**src/rtl/pe_pkg.sv**
```systemverilog
// pe_pkg -- definitions shared by the processing-element controller and the
// processing element datapath.
//   PE_N       : register-file entries per bank (A, B and C)
//   PE_ADDR_W  : index width into a bank, clog2(PE_N)
//   pe_op_e    : command opcodes carried on OPCODE
//   pe_state_e : controller FSM states
//   BANK_C     : INOUT_MUX code selecting the result bank
package pe_pkg;

  localparam int PE_N      = 16;
  localparam int PE_ADDR_W = 4;

  typedef enum logic [1:0] {
    OP_LOAD_A  = 2'd0,
    OP_LOAD_B  = 2'd1,
    OP_MAC     = 2'd2,
    OP_STORE_C = 2'd3
  } pe_op_e;

  typedef enum logic [2:0] {
    ST_IDLE  = 3'd0,
    ST_LOAD  = 3'd1,
    ST_MAC   = 3'd2,
    ST_WB    = 3'd3,
    ST_STORE = 3'd4,
    ST_FIN   = 3'd5
  } pe_state_e;

  // Bank codes on INOUT_MUX. LOAD reuses the opcode directly (A=0, B=1),
  // so only the result bank needs its own name.
  localparam logic [1:0] BANK_C = 2'd2;

endpackage

```
**src/rtl/pe_index_counter.sv**
```systemverilog
// pe_index_counter -- element index for LOAD / MAC / STORE sequencing.
//   clk   : clock, rising edge
//   rst   : synchronous active-high reset, idx -> 0
//   clr   : synchronous clear, idx -> 0 (held while the controller is idle)
//   inc   : advance idx by one
//   len   : element count of the current command (already clamped to N)
//   idx   : current element index
//   last  : idx is the terminal element, idx == len-1
module pe_index_counter
  import pe_pkg::*;
#(
  parameter int ADDR_W = PE_ADDR_W
) (
  input  logic              clk,
  input  logic              rst,
  input  logic              clr,
  input  logic              inc,
  input  logic [ADDR_W:0]   len,
  output logic [ADDR_W-1:0] idx,
  output logic              last
);

  logic [ADDR_W-1:0] idx_q, idx_d;

  // For len == 0 the subtraction wraps to all ones, which idx can never
  // reach; the controller never relies on last in that case anyway.
  assign last = ({1'b0, idx_q} == (len - (ADDR_W+1)'(1)));
  assign idx  = idx_q;

  // The terminal element never increments, so idx stays within 0..len-1
  // and never wraps even when len == N.
  always_comb begin
    idx_d = idx_q;
    if (clr) begin
      idx_d = '0;
    end else if (inc && !last) begin
      idx_d = idx_q + ADDR_W'(1);
    end
  end

  always_ff @(posedge clk) begin
    if (rst) begin
      idx_q <= '0;
    end else begin
      idx_q <= idx_d;
    end
  end

endmodule

```
**src/rtl/pe_controller.sv**
```systemverilog
// pe_controller -- command sequencer for one processing element.
// Accepts LOAD_A / LOAD_B / MAC / STORE_C commands in IDLE and steers the
// register-file and ALU muxes element by element.
//   CLK, RSTN      : clock; synchronous active-high reset (RSTN=1 resets)
//   START          : command strobe, only looked at in IDLE
//   OPCODE/LEN/DEST: command fields captured on START
//   IN_VALID/IN_READY   : load data handshake (LOAD)
//   OUT_VALID/OUT_READY : result data handshake (STORE)
//   INOUT_MUX      : bank select 0=A 1=B 2=C
//   INDATA_MUX     : A/B bank index
//   OUTDATA_MUX    : C bank index
//   WRITE_EN       : register-file write strobe
//   ALUREG_MUX     : ALU operands from REG_A/REG_B
//   ALUACC_MUX     : 0 restart accumulation, 1 accumulate
//   BUSY, DONE     : command in progress, one-cycle completion pulse
//
// Handshakes: a transfer happens in a cycle where both valid and ready are
// high at the rising edge; IN_READY is a pure function of state (no path
// from IN_VALID), WRITE_EN follows IN_VALID combinationally in that cycle,
// and OUT_VALID/OUTDATA_MUX stay stable until OUT_READY is seen.
module pe_controller
  import pe_pkg::*;
#(
  parameter int N      = PE_N,
  parameter int ADDR_W = PE_ADDR_W
) (
  input  logic              CLK,
  input  logic              RSTN,
  input  logic              START,
  input  logic [1:0]        OPCODE,
  input  logic [ADDR_W:0]   LEN,
  input  logic [ADDR_W-1:0] DEST,
  input  logic              IN_VALID,
  output logic              IN_READY,
  output logic              OUT_VALID,
  input  logic              OUT_READY,
  output logic [1:0]        INOUT_MUX,
  output logic [ADDR_W-1:0] INDATA_MUX,
  output logic [ADDR_W-1:0] OUTDATA_MUX,
  output logic              WRITE_EN,
  output logic              ALUREG_MUX,
  output logic              ALUACC_MUX,
  output logic              BUSY,
  output logic              DONE
);

  localparam logic [ADDR_W:0] LEN_MAX = (ADDR_W+1)'(N);

  pe_state_e         state_q, state_d;
  pe_op_e            op_q, op_d;
  logic [ADDR_W:0]   len_q, len_d;
  logic [ADDR_W-1:0] dest_q, dest_d;

  logic              cnt_clr;
  logic              cnt_inc;
  logic [ADDR_W-1:0] idx;
  logic              idx_last;
  logic              len_zero;

  assign len_zero = (len_q == '0);
  assign BUSY     = (state_q != ST_IDLE);

  pe_index_counter #(
    .ADDR_W (ADDR_W)
  ) u_idx (
    .clk  (CLK),
    .rst  (RSTN),
    .clr  (cnt_clr),
    .inc  (cnt_inc),
    .len  (len_q),
    .idx  (idx),
    .last (idx_last)
  );

  always_comb begin
    state_d     = state_q;
    op_d        = op_q;
    len_d       = len_q;
    dest_d      = dest_q;
    cnt_clr     = 1'b0;
    cnt_inc     = 1'b0;
    IN_READY    = 1'b0;
    OUT_VALID   = 1'b0;
    INOUT_MUX   = 2'd0;
    INDATA_MUX  = '0;
    OUTDATA_MUX = '0;
    WRITE_EN    = 1'b0;
    ALUREG_MUX  = 1'b0;
    ALUACC_MUX  = 1'b0;
    DONE        = 1'b0;

    unique case (state_q)
      ST_IDLE: begin
        // Holding the counter clear here makes every LOAD/MAC/STORE start
        // at element 0.
        cnt_clr = 1'b1;
        if (START) begin
          op_d   = pe_op_e'(OPCODE);
          len_d  = (LEN > LEN_MAX) ? LEN_MAX : LEN;
          dest_d = DEST;
          unique case (pe_op_e'(OPCODE))
            OP_LOAD_A, OP_LOAD_B: state_d = ST_LOAD;
            OP_MAC:               state_d = ST_MAC;
            default:              state_d = ST_STORE;
          endcase
        end
      end

      // A zero-length command spends its one working cycle with every
      // strobe low and goes straight to FIN (no WB, no transfers), so its
      // START-to-DONE latency is LEN+2 like a MAC.
      ST_LOAD: begin
        if (len_zero) begin
          state_d = ST_FIN;
        end else begin
          IN_READY   = 1'b1;
          INOUT_MUX  = op_q;
          INDATA_MUX = idx;
          WRITE_EN   = IN_VALID;
          cnt_inc    = IN_VALID;
          if (IN_VALID && idx_last) begin
            state_d = ST_FIN;
          end
        end
      end

      ST_MAC: begin
        if (len_zero) begin
          state_d = ST_FIN;
        end else begin
          INDATA_MUX = idx;
          ALUREG_MUX = 1'b1;
          ALUACC_MUX = (idx != '0);
          cnt_inc    = 1'b1;
          if (idx_last) begin
            state_d = ST_WB;
          end
        end
      end

      ST_WB: begin
        INOUT_MUX   = BANK_C;
        OUTDATA_MUX = dest_q;
        WRITE_EN    = 1'b1;
        state_d     = ST_FIN;
      end

      ST_STORE: begin
        if (len_zero) begin
          state_d = ST_FIN;
        end else begin
          OUT_VALID   = 1'b1;
          OUTDATA_MUX = idx;
          cnt_inc     = OUT_READY;
          if (OUT_READY && idx_last) begin
            state_d = ST_FIN;
          end
        end
      end

      ST_FIN: begin
        // START is deliberately not looked at here; a held START only
        // launches a new command once it is seen again in IDLE.
        DONE    = 1'b1;
        state_d = ST_IDLE;
      end

      default: begin
        state_d = ST_IDLE;
      end
    endcase
  end

  always_ff @(posedge CLK) begin
    if (RSTN) begin
      state_q <= ST_IDLE;
      op_q    <= OP_LOAD_A;
      len_q   <= '0;
      dest_q  <= '0;
    end else begin
      state_q <= state_d;
      op_q    <= op_d;
      len_q   <= len_d;
      dest_q  <= dest_d;
    end
  end

endmodule
```
**config.mk**
```make
export PLATFORM = sky130hd
export DESIGN_NAME = pe_controller
export DESIGN_NICKNAME = d
export VERILOG_FILES = /design/src/rtl/pe_pkg.sv /design/src/rtl/pe_index_counter.sv /design/src/rtl/pe_controller.sv
export SDC_FILE = /design/constraint.sdc
export NUM_CORES = 1
export LEC_CHECK = 0
export CAP_MARGIN = 40
export CORE_ASPECT_RATIO = 1.5
export CORE_UTILIZATION = 35
export CTS_CLUSTER_SIZE = 8
export DETAILED_ROUTE_END_ITERATION = 12
export SLEW_MARGIN = 15
export SYNTH_ARGS = -nofsm -noshare
export SYNTH_HDL_FRONTEND = slang
export SYNTH_SLANG_ARGS = --single-unit
export TNS_END_PERCENT = 100
```
**constraint.sdc**
```tcl
create_clock -name CLK -period 4.45 [get_ports CLK]
set_clock_uncertainty 0.2 [all_clocks]
set_input_delay 0.89 -clock CLK [delete_from_list [all_inputs] [get_ports CLK]]
set_output_delay 0.89 -clock CLK [all_outputs]
set_load 0.01 [all_outputs]
```
* Yosys cells after proc, flatten, opt, wreduce, memory -nomap -nowiden *
Cells that the tools add are included.

word-level totals
  logic and storage cells = 61
  register bits = 18
  input bits = 16
  output and inout port bits = 17

cells by class
  equality and inequality tests = 12
  order comparisons = 1
  reduce and logical (&&, ||, !) cells = 14
  $add $sub $neg = 2
  muxes and demuxes = 27

operators by type and width
  kind                                                                count
  3-bit 2-to-1 mux                                                    7
  3-bit one-hot mux with 5 select lines                               1
  1-bit 2-to-1 mux                                                    10
  3-bit inequality test, second input constant                        3
  4-bit 2-to-1 mux                                                    2
  4-bit one-hot mux with 2 select lines                               1
  3-bit by 2-bit == test with 1-bit output, second input constant     2
  3-bit == test, second input constant                                2
  3-bit one-hot mux with 2 select lines                               1
  2-bit OR reduction                                                  3
  4-bit by 5-bit == test with 1-bit output                            1
  5-bit > comparator, second input constant                           1
  5-bit zero test                                                     1
  5-bit 2-to-1 mux                                                    1
  5-bit by 1-bit subtractor with 5-bit output, second input constant  1
  4-bit by 1-bit adder with 4-bit output, second input constant       1
  2-bit one-hot mux with 2 select lines                               1
  4-bit AND reduction                                                 1
  4-bit nonzero test                                                  1
  3-bit by 1-bit == test with 1-bit output, second input constant     1
  1-bit logical AND                                                   3
  3-bit zero test                                                     1
  1-bit one-hot mux with 3 select lines                               1
  3-bit nonzero test                                                  1
  8 further kinds                                                     8

* Longest topological paths before layout *
Gate-level depths: netlist of run 1.

  depth after elaboration = 6
  gate-level depth with buffers = 8
  mapped depth without buffers = 8

* Hierarchy *
A second synthesis of run 1 with hierarchy kept.

unflattened totals
  cell total of the unflattened synthesis = 147
  area, all modules = 1,189.9 sq um

modules (own cells, without submodules)
  module            area an instance (sq um)  cells each  instances  seq. area each (sq um)
  pe_controller     857.1                     110         1          280.3
  pe_index_counter  332.8                     37          1          80.1

* Worst setup path before layout of run 1 *
Ideal clock, no wire load.

  path type = register to output
  start point = reg len_q[0]
  end point = out ALUACC_MUX
  arrival = 1.529 ns
  required time = 3.360 ns
  buffers on the path = 0
  path slack = 1.831 ns
  stages on the path, launching flop included = 6
  cell sequence = dfxtp_1 -> inv_1 -> ha_1 -> nor4b_4 -> nor3_1 -> a21boi_0

on the way
  word-level cells in the longest chain between the ends = 3

ends and longest elaborated chain
  item                      RTL line              source
  start: declaration        pe_controller.sv:51   logic [ADDR_W:0] len_q, len_d;
  start signal: assignment  pe_controller.sv:183  len_q <= len_d;
  5-bit zero test           pe_controller.sv:60   assign len_zero = (len_q == '0);
  1-bit 2-to-1 mux          pe_controller.sv:128  if (len_zero) begin
  1-bit 2-to-1 mux          pe_controller.sv:92   unique case (state_q)
  end: declaration          pe_controller.sv:42   output logic ALUACC_MUX,

Every way passes these cells.

* Worst setup path in the final report of run 1 *
  start point = reg len_q[0]
  end point = out OUTDATA_MUX[1]

on the way
  word-level cells in the longest chain between the ends = 3

ends and longest elaborated chain
  item                                   RTL line              source
  5-bit zero test                        pe_controller.sv:60
  4-bit 2-to-1 mux                       pe_controller.sv:149  if (len_zero) begin
  4-bit one-hot mux with 2 select lines  pe_controller.sv:92
  end: declaration                       pe_controller.sv:39   output logic [ADDR_W-1:0] OUTDATA_MUX,

Every way passes these cells.

==> results.rst, run 1 <==
.. list-table::
   :header-rows: 1

   * - Metric
     - Value
   * - Status
     - finished, final reports clean
   * - Most common library cell in the layout ignoring fill and taps
     - clkdlybuf4s50_1
   * - Number of cells upsized or downsized after cts
     - 0
   * - Post-layout net count
     - 207
   * - Total iterations of the first detailed-routing run
     - 4
   * - Total power per unit cell area
     - 363 mW/mm2
   * - Post-CTS setup repair buffer count
     - 0
   * - Biggest fanout along the worst timing path
     - 7
   * - Syn_area_per_cell
     - 7.85 um2
   * - Number of instances in the placed design
     - 225
   * - Wire length reported by the detailed router
     - 3.05 mm
   * - Fill cell total of the finished layout
     - 361
   * - Path class of the lowest-slack min-delay path
     - flop to flop
   * - Category of the worst setup path launch point
     - flop
   * - Path type of the worst setup path
     - flop to output port
   * - Vias in the first global route
     - 1175
   * - Sum of overflow across all layers after global routing
     - 0
   * - Cell Area, Synth
     - 0.00125 mm2
   * - DIE AREA
     - 0.00381 mm2
   * - Cell Rows
     - 26
   * - I/O pin count
     - 33
   * - Summed negative setup slack over all endpoints
     - 0 ns
   * - Post-detailed-route DRC marker count
     - 0
   * - Seq. cell area
     - 360 um2
   * - Wire length of the first global-routing pass
     - 5.08 mm
   * - Clock root buffer
     - clkbuf_8
   * - Nets in the synthesized netlist
     - 178
   * - Fraction of the core area covered by cells at the end of the flow
     - 47.7%
   * - Area of the multi-input gates
     - 831 um2
   * - Diode insertion count for antenna repair
     - 0
   * - Max Cap Viol
     - 0
   * - Clock tree from TritonCTS
     - done
   * - Arrival time of data at the critical path endpoint
     - 2.32 ns
   * - Pin count of the biggest net entering global routing
     - 21
   * - Sequential cell area fraction in the yosys report
     - 28.9%
   * - Ys flop type
     - dfxtp_1
   * - Actual transition at the worst max-transition pin
     - 0.839 ns
   * - Reported leakage power
     - 0.549 nW
   * - Die outline width
     - 50.7 um
   * - Post-route setup slack
     - 1.04 ns
   * - Leading cell types in the layout, fill and taps excluded
     - 32 x clkdlybuf4s50_1, 25 x nand2_1, 18 x dfxtp_1
   * - RSZ-0062 raised after global routing
     - no
   * - Routed via count divided by cell count
     - 5.36
   * - Post-Place Setup Slack
     - 1.22 ns
   * - Final cell count without fillers
     - 228
   * - Clock sink count
     - 18
   * - Launching point of the worst reg2reg path
     - len_q[0]
   * - Chip Height
     - 75.1 um
   * - Layout cells sized above 1
     - 9.14%
   * - Slew Limit Headroom
     - 43.9%
   * - Total global-route track usage
     - 17.7%
   * - Clock transition at the register clock pins on the worst setup and hold paths after CTS
     - 0.07 ns
   * - CTS H-Tree Depth
     - 1
   * - Maximum ir drop on the vdd rail
     - 0.165 mV
   * - Number of antenna violations at the first check in global routing
     - 0
   * - Launch instance of the worst min-delay path
     - op_q[0]
   * - Clock latency reported for the late side of the worst-skew pair
     - 0.26 ns
   * - Post-detail-place hpwl
     - 2.29 mm
   * - Total via count in the routed design
     - 1222
   * - Warnings, synthesis
     - 0
   * - Buffers from clock root to sink, at most
     - 2
   * - Nature of the critical path endpoint
     - output port
   * - Number of pins exceeding their max-slew limit in the final report
     - 0
   * - Post-DRT Antenna Nets
     - 0
   * - CP required
     - 3.36 ns
   * - Fin. Hold Viols
     - 0
   * - Start point of the critical path
     - len_q[0]
   * - Number of instances in the synthesized netlist
     - 159
   * - Async set-or-reset flop fraction in the synthesized netlist
     - 0%
   * - First DRT Iteration DRCs
     - 50
   * - Detailed-route wire length per cell
     - 13.4 um
   * - Synth-to-Final Area Change
     - 30.5%
   * - Initial core utilization
     - 36.5%
   * - Final hold slack
     - 0.253 ns
   * - Number of register bits inferred by synthesis
     - 18
   * - Final period util
     - 76.6%
   * - Number of buffers added by the clock tree synthesis step
     - 3
   * - Total setup violations reported at the end of the flow
     - 0
   * - Number of hold-repair buffers added at the cts stage
     - 0
   * - RD Place Congestion
     - 0.872
   * - Min cycle time layout
     - 3.41 ns
   * - Area of the core region
     - 0.00342 mm2
   * - Post-synthesis cell type count
     - 41
   * - Count of flip-flops with a built-in enable after synthesis
     - 0
   * - IO Port Bufs
     - 32
   * - Fmax
     - 293 MHz
layer usage:
metal,up-vias,track usage [%],wire (um)
li1,606,-,-
met1,570,20.0,1240
met2,41,32.1,1610
met3,5,2.02,146
met4,0,9.88,53
met5,-,0,0
final timing paths:
| check | to | slack, ns | cells past startpoint |
|---|---|---|---|
| min reg2reg | op_q[0] | 0.25 | 2 |
| max | OUTDATA_MUX[1] | 1.04 | 6 |
| min | op_q[0] | 0.25 | 2 |
| max reg2reg | state_q[2] | 2.31 | 8 |
sequential cells by signal, summed over array words and instances (netlist names):
| name | count |
|---|---|
| dest_q | 4 |
| len_q | 5 |
| op_q | 2 |
| state_q | 3 |
| u_idx.idx | 4 |
kinds of logic after synthesis:
family / after synthesis / share of synthesized area (%)
AO/OA/AOI/OAI: 40 / 22.5
XOR/XNOR: 7 / 4.91
adder cells (fa/ha/maj): 3 / 3.01
buffers and inverters: 14 / 4.51
flip-flops: 18 / 28.9
multiplexers: 2 / 1.71
AND/OR/NAND/NOR: 75 / 34.5
power breakdown:
group / leakage, nW / switching [mW] / internal (mW) / total [mW]
logic: 0.381 / 0.141 / 0.110 / 0.250
clock network: 0.0216 / 0.0567 / 0.0603 / 0.117
registers: 0.147 / 0.0411 / 0.183 / 0.224
final cells by class:
class	count	area share, %
Sequential cell	18	22.1
Multi-Input combinational cell	127	51.0
Inverter	6	1.38
Tap cell	42	3.23
Timing Repair Buffer	32	19.7
Clock buffer	3	2.54
cells in the mapped netlist (4+ instances only):
| master | n | area [um2] |
|---|---|---|
| a21oi_1 | 17 | 85.1 |
| a22o_1 | 4 | 35.0 |
| and2_1 | 6 | 37.5 |
| clkbuf_1 | 5 | 18.8 |
| dfxtp_1 | 18 | 360 |
| inv_1 | 6 | 22.5 |
| nand2_1 | 25 | 93.8 |
| nand2b_1 | 9 | 56.3 |
| nand3b_1 | 5 | 37.5 |
| nor2_1 | 12 | 45.0 |
| nor3_2 | 5 | 50.1 |
| xnor2_1 | 6 | 52.6 |
through the flow:
stage / power [mW] / area, um2
5_1_grt: 0.635 / 1630
6_report: 0.591 / 1630
3_5_place_dp: 0.478 / 1590
3_3_place_gp: 0.475 / 1590
2_1_floorplan: 0.403 / 1250
4_1_cts: 0.594 / 1630
critical path: stages, from the launching register on:
cell             delay, ns
dfxtp_1               0.35
inv_1                 0.07
ha_1                  0.23
nor4b_4               0.44
nor2_1                0.21
a22o_1                0.28
clkdlybuf4s50_1       0.49
Note: power is estimated with default switching activity, not from simulation.
==> run 2: changes to the inputs <==
- clock period: 4.45 -> 3.17 ns (I/O delays scaled with it)
==> run 2 against run 1 <==
  * Sequential power up 36%
  * Register-to-register slack worse by 1.2 ns
  * Critical path depth unchanged
  * Core utilization up 1.8 points
  * Worst setup slack worse by 0.90 ns
  * Global-route usage up 1.1 points
  * Cell area up 3.8%
  * Worst hold slack better by 0.0025 ns
  * Via count up 0.74%
  * Sequential share of layout area down 0.80 points
  * Clock power up 68%
  * Largest power group unchanged
==> results.rst, run 2 (synthesized netlist as in run 1, its figures left out) <==
.. list-table::
   :header-rows: 1

   * - Metric
     - Value
   * - Clock tree from TritonCTS
     - done
   * - Die outline width
     - 50.7 um
   * - Total power per unit cell area
     - 532 mW/mm2
   * - Total global-route track usage
     - 18.9%
   * - Total via count in the routed design
     - 1231
   * - Detailed-route wire length per cell
     - 13.9 um
   * - Leading cell types in the layout, fill and taps excluded
     - 32 x clkdlybuf4s50_1, 25 x nand2_1, 18 x dfxtp_1
   * - Launching point of the worst reg2reg path
     - len_q[0]
   * - Reported leakage power
     - 0.581 nW
   * - Clock sink count
     - 18
   * - Capture point of the worst reg-to-reg path
     - state_q[2]
   * - Max Cap Viol
     - 0
   * - CTS H-Tree Depth
     - 1
   * - Arrival time of data at the critical path endpoint
     - 2.20 ns
   * - Category of the worst setup path launch point
     - flop
   * - Wire length reported by the detailed router
     - 3.26 mm
   * - Pin count of the biggest net entering global routing
     - 16
   * - Post-detailed-route DRC marker count
     - 0
   * - Total iterations of the first detailed-routing run
     - 5
   * - Wire length of the first global-routing pass
     - 5.40 mm
   * - CP required
     - 2.34 ns
   * - Min cycle time layout
     - 3.03 ns
   * - Routed via count divided by cell count
     - 5.26
   * - Dpl cell area
     - 0.00162 mm2
   * - Fraction of the core area covered by cells at the end of the flow
     - 49.5%
   * - Layout cells sized above 1
     - 13.5%
   * - Total setup violations reported at the end of the flow
     - 0
   * - First DRT Iteration DRCs
     - 46
   * - Clock latency reported for the late side of the worst-skew pair
     - 0.26 ns
   * - Number of antenna violations at the first check in global routing
     - 0
   * - Area of the core region
     - 0.00342 mm2
   * - Actual transition at the worst max-transition pin
     - 0.499 ns
   * - Diode insertion count for antenna repair
     - 0
   * - Path type of the worst setup path
     - flop to output port
   * - Summed negative setup slack over all endpoints
     - 0 ns
   * - Register name with the most flops
     - len_q
   * - Status
     - finished, final reports clean
   * - Cell Rows
     - 26
   * - Vias in the first global route
     - 1185
   * - Clock transition at the register clock pins on the worst setup and hold paths after CTS
     - 0.08 ns
   * - Final period util
     - 95.7%
   * - Post-layout net count
     - 212
   * - Worst hold endpoint
     - op_q[0]
   * - Post-DRT Antenna Nets
     - 0
   * - Number of hold-repair buffers added at the cts stage
     - 0
   * - Sum of overflow across all layers after global routing
     - 0
   * - Number of buffers added by the clock tree synthesis step
     - 3
   * - Most common library cell in the layout ignoring fill and taps
     - clkdlybuf4s50_1
   * - RD Place Congestion
     - 0.922
   * - Area of all placed cells without fillers
     - 0.00169 mm2
   * - Number of flip-flops under the largest register name
     - 5
   * - Nature of the critical path endpoint
     - output port
   * - I/O pin count
     - 33
   * - Slew Limit Headroom
     - 66.6%
   * - Initial core utilization
     - 36.5%
   * - Post-detail-place hpwl
     - 2.53 mm
   * - Buffers from clock root to sink, at most
     - 2
   * - Chip Height
     - 75.1 um
   * - Hold depth
     - 2
   * - Fmax
     - 330 MHz
   * - Fin. Hold Viols
     - 0
   * - DIE AREA
     - 0.00381 mm2
   * - Maximum ir drop on the vdd rail
     - 0.257 mV
   * - Launch instance of the worst min-delay path
     - op_q[0]
   * - Internal reg-to-reg setup slack
     - 1.07 ns
   * - Path class of the lowest-slack min-delay path
     - flop to flop
   * - Biggest fanout along the worst timing path
     - 6
   * - Worst Reg-to-Reg Cells
     - 9
   * - Number of pins exceeding their max-slew limit in the final report
     - 0
   * - Final hold slack
     - 0.256 ns
   * - Clock root buffer
     - clkbuf_8
   * - IO Port Bufs
     - 32
   * - Synth-to-Final Area Change
     - 35.4%
[run 2: what timing repair did]
item / 4_1_cts / 5_1_grt
setup buffers: 0 / 1
endpoints found under the setup margin: 0 / 9
resized for setup: 0 / 3
[run 2: worst max-delay path by stage]
stage,slack (ns),depth (start not counted),endpoint,start
after floorplan,0.81,5,ALUACC_MUX,len_q[0]
after global placement,0.40,6,INDATA_MUX[1],len_q[0]
after detailed placement,0.34,6,OUTDATA_MUX[3],len_q[0]
after CTS,0.05,6,OUTDATA_MUX[3],len_q[0]
after global routing,-0.004,6,OUTDATA_MUX[3],len_q[0]
final,0.14,6,OUTDATA_MUX[3],len_q[0]
[run 2: where the power goes]
part / switching [mW] / internal (mW)
registers: 0.0487 / 0.256
logic: 0.218 / 0.178
clock network: 0.0868 / 0.111
[run 2: area by class of cell]
| type | instances | area [um2] |
|---|---|---|
| well taps | 42 | 52.6 |
| multi-input cells | 127 | 841 |
| repair buffers | 37 | 358 |
| fillers | 357 | 1730 |
| flip-flops and latches | 18 | 360 |
| inverters | 6 | 22.5 |
| clock buffers | 4 | 55.1 |
[run 2: metal layers]
layer / global-route usage [%] / up-vias / wire length (um)
met1: 20.6 / 554 / 1300
met2: 34.4 / 55 / 1680
li1: - / 615 / -
met4: 9.57 / 0 / 61
met3: 3.64 / 7 / 211
met5: 0 / - / 0
[run 2: metrics by stage]
step,instances,setup slack [ns],power (mW)
final,234,0.136,0.899
after detailed placement,229,0.337,0.692
after global placement,229,0.398,0.687
after floorplan,159,0.807,0.565
after global routing,234,-0.00432,0.956
after CTS,233,0.0467,0.888
[run 2: critical path, stage by stage, from the launching register on]
cell and delay [ns]:
dfxtp_1 0.35, inv_1 0.07, ha_2 0.21, nor4b_4 0.40, nor2_2 0.14, a22o_1 0.27, clkdlybuf4s50_1 0.50
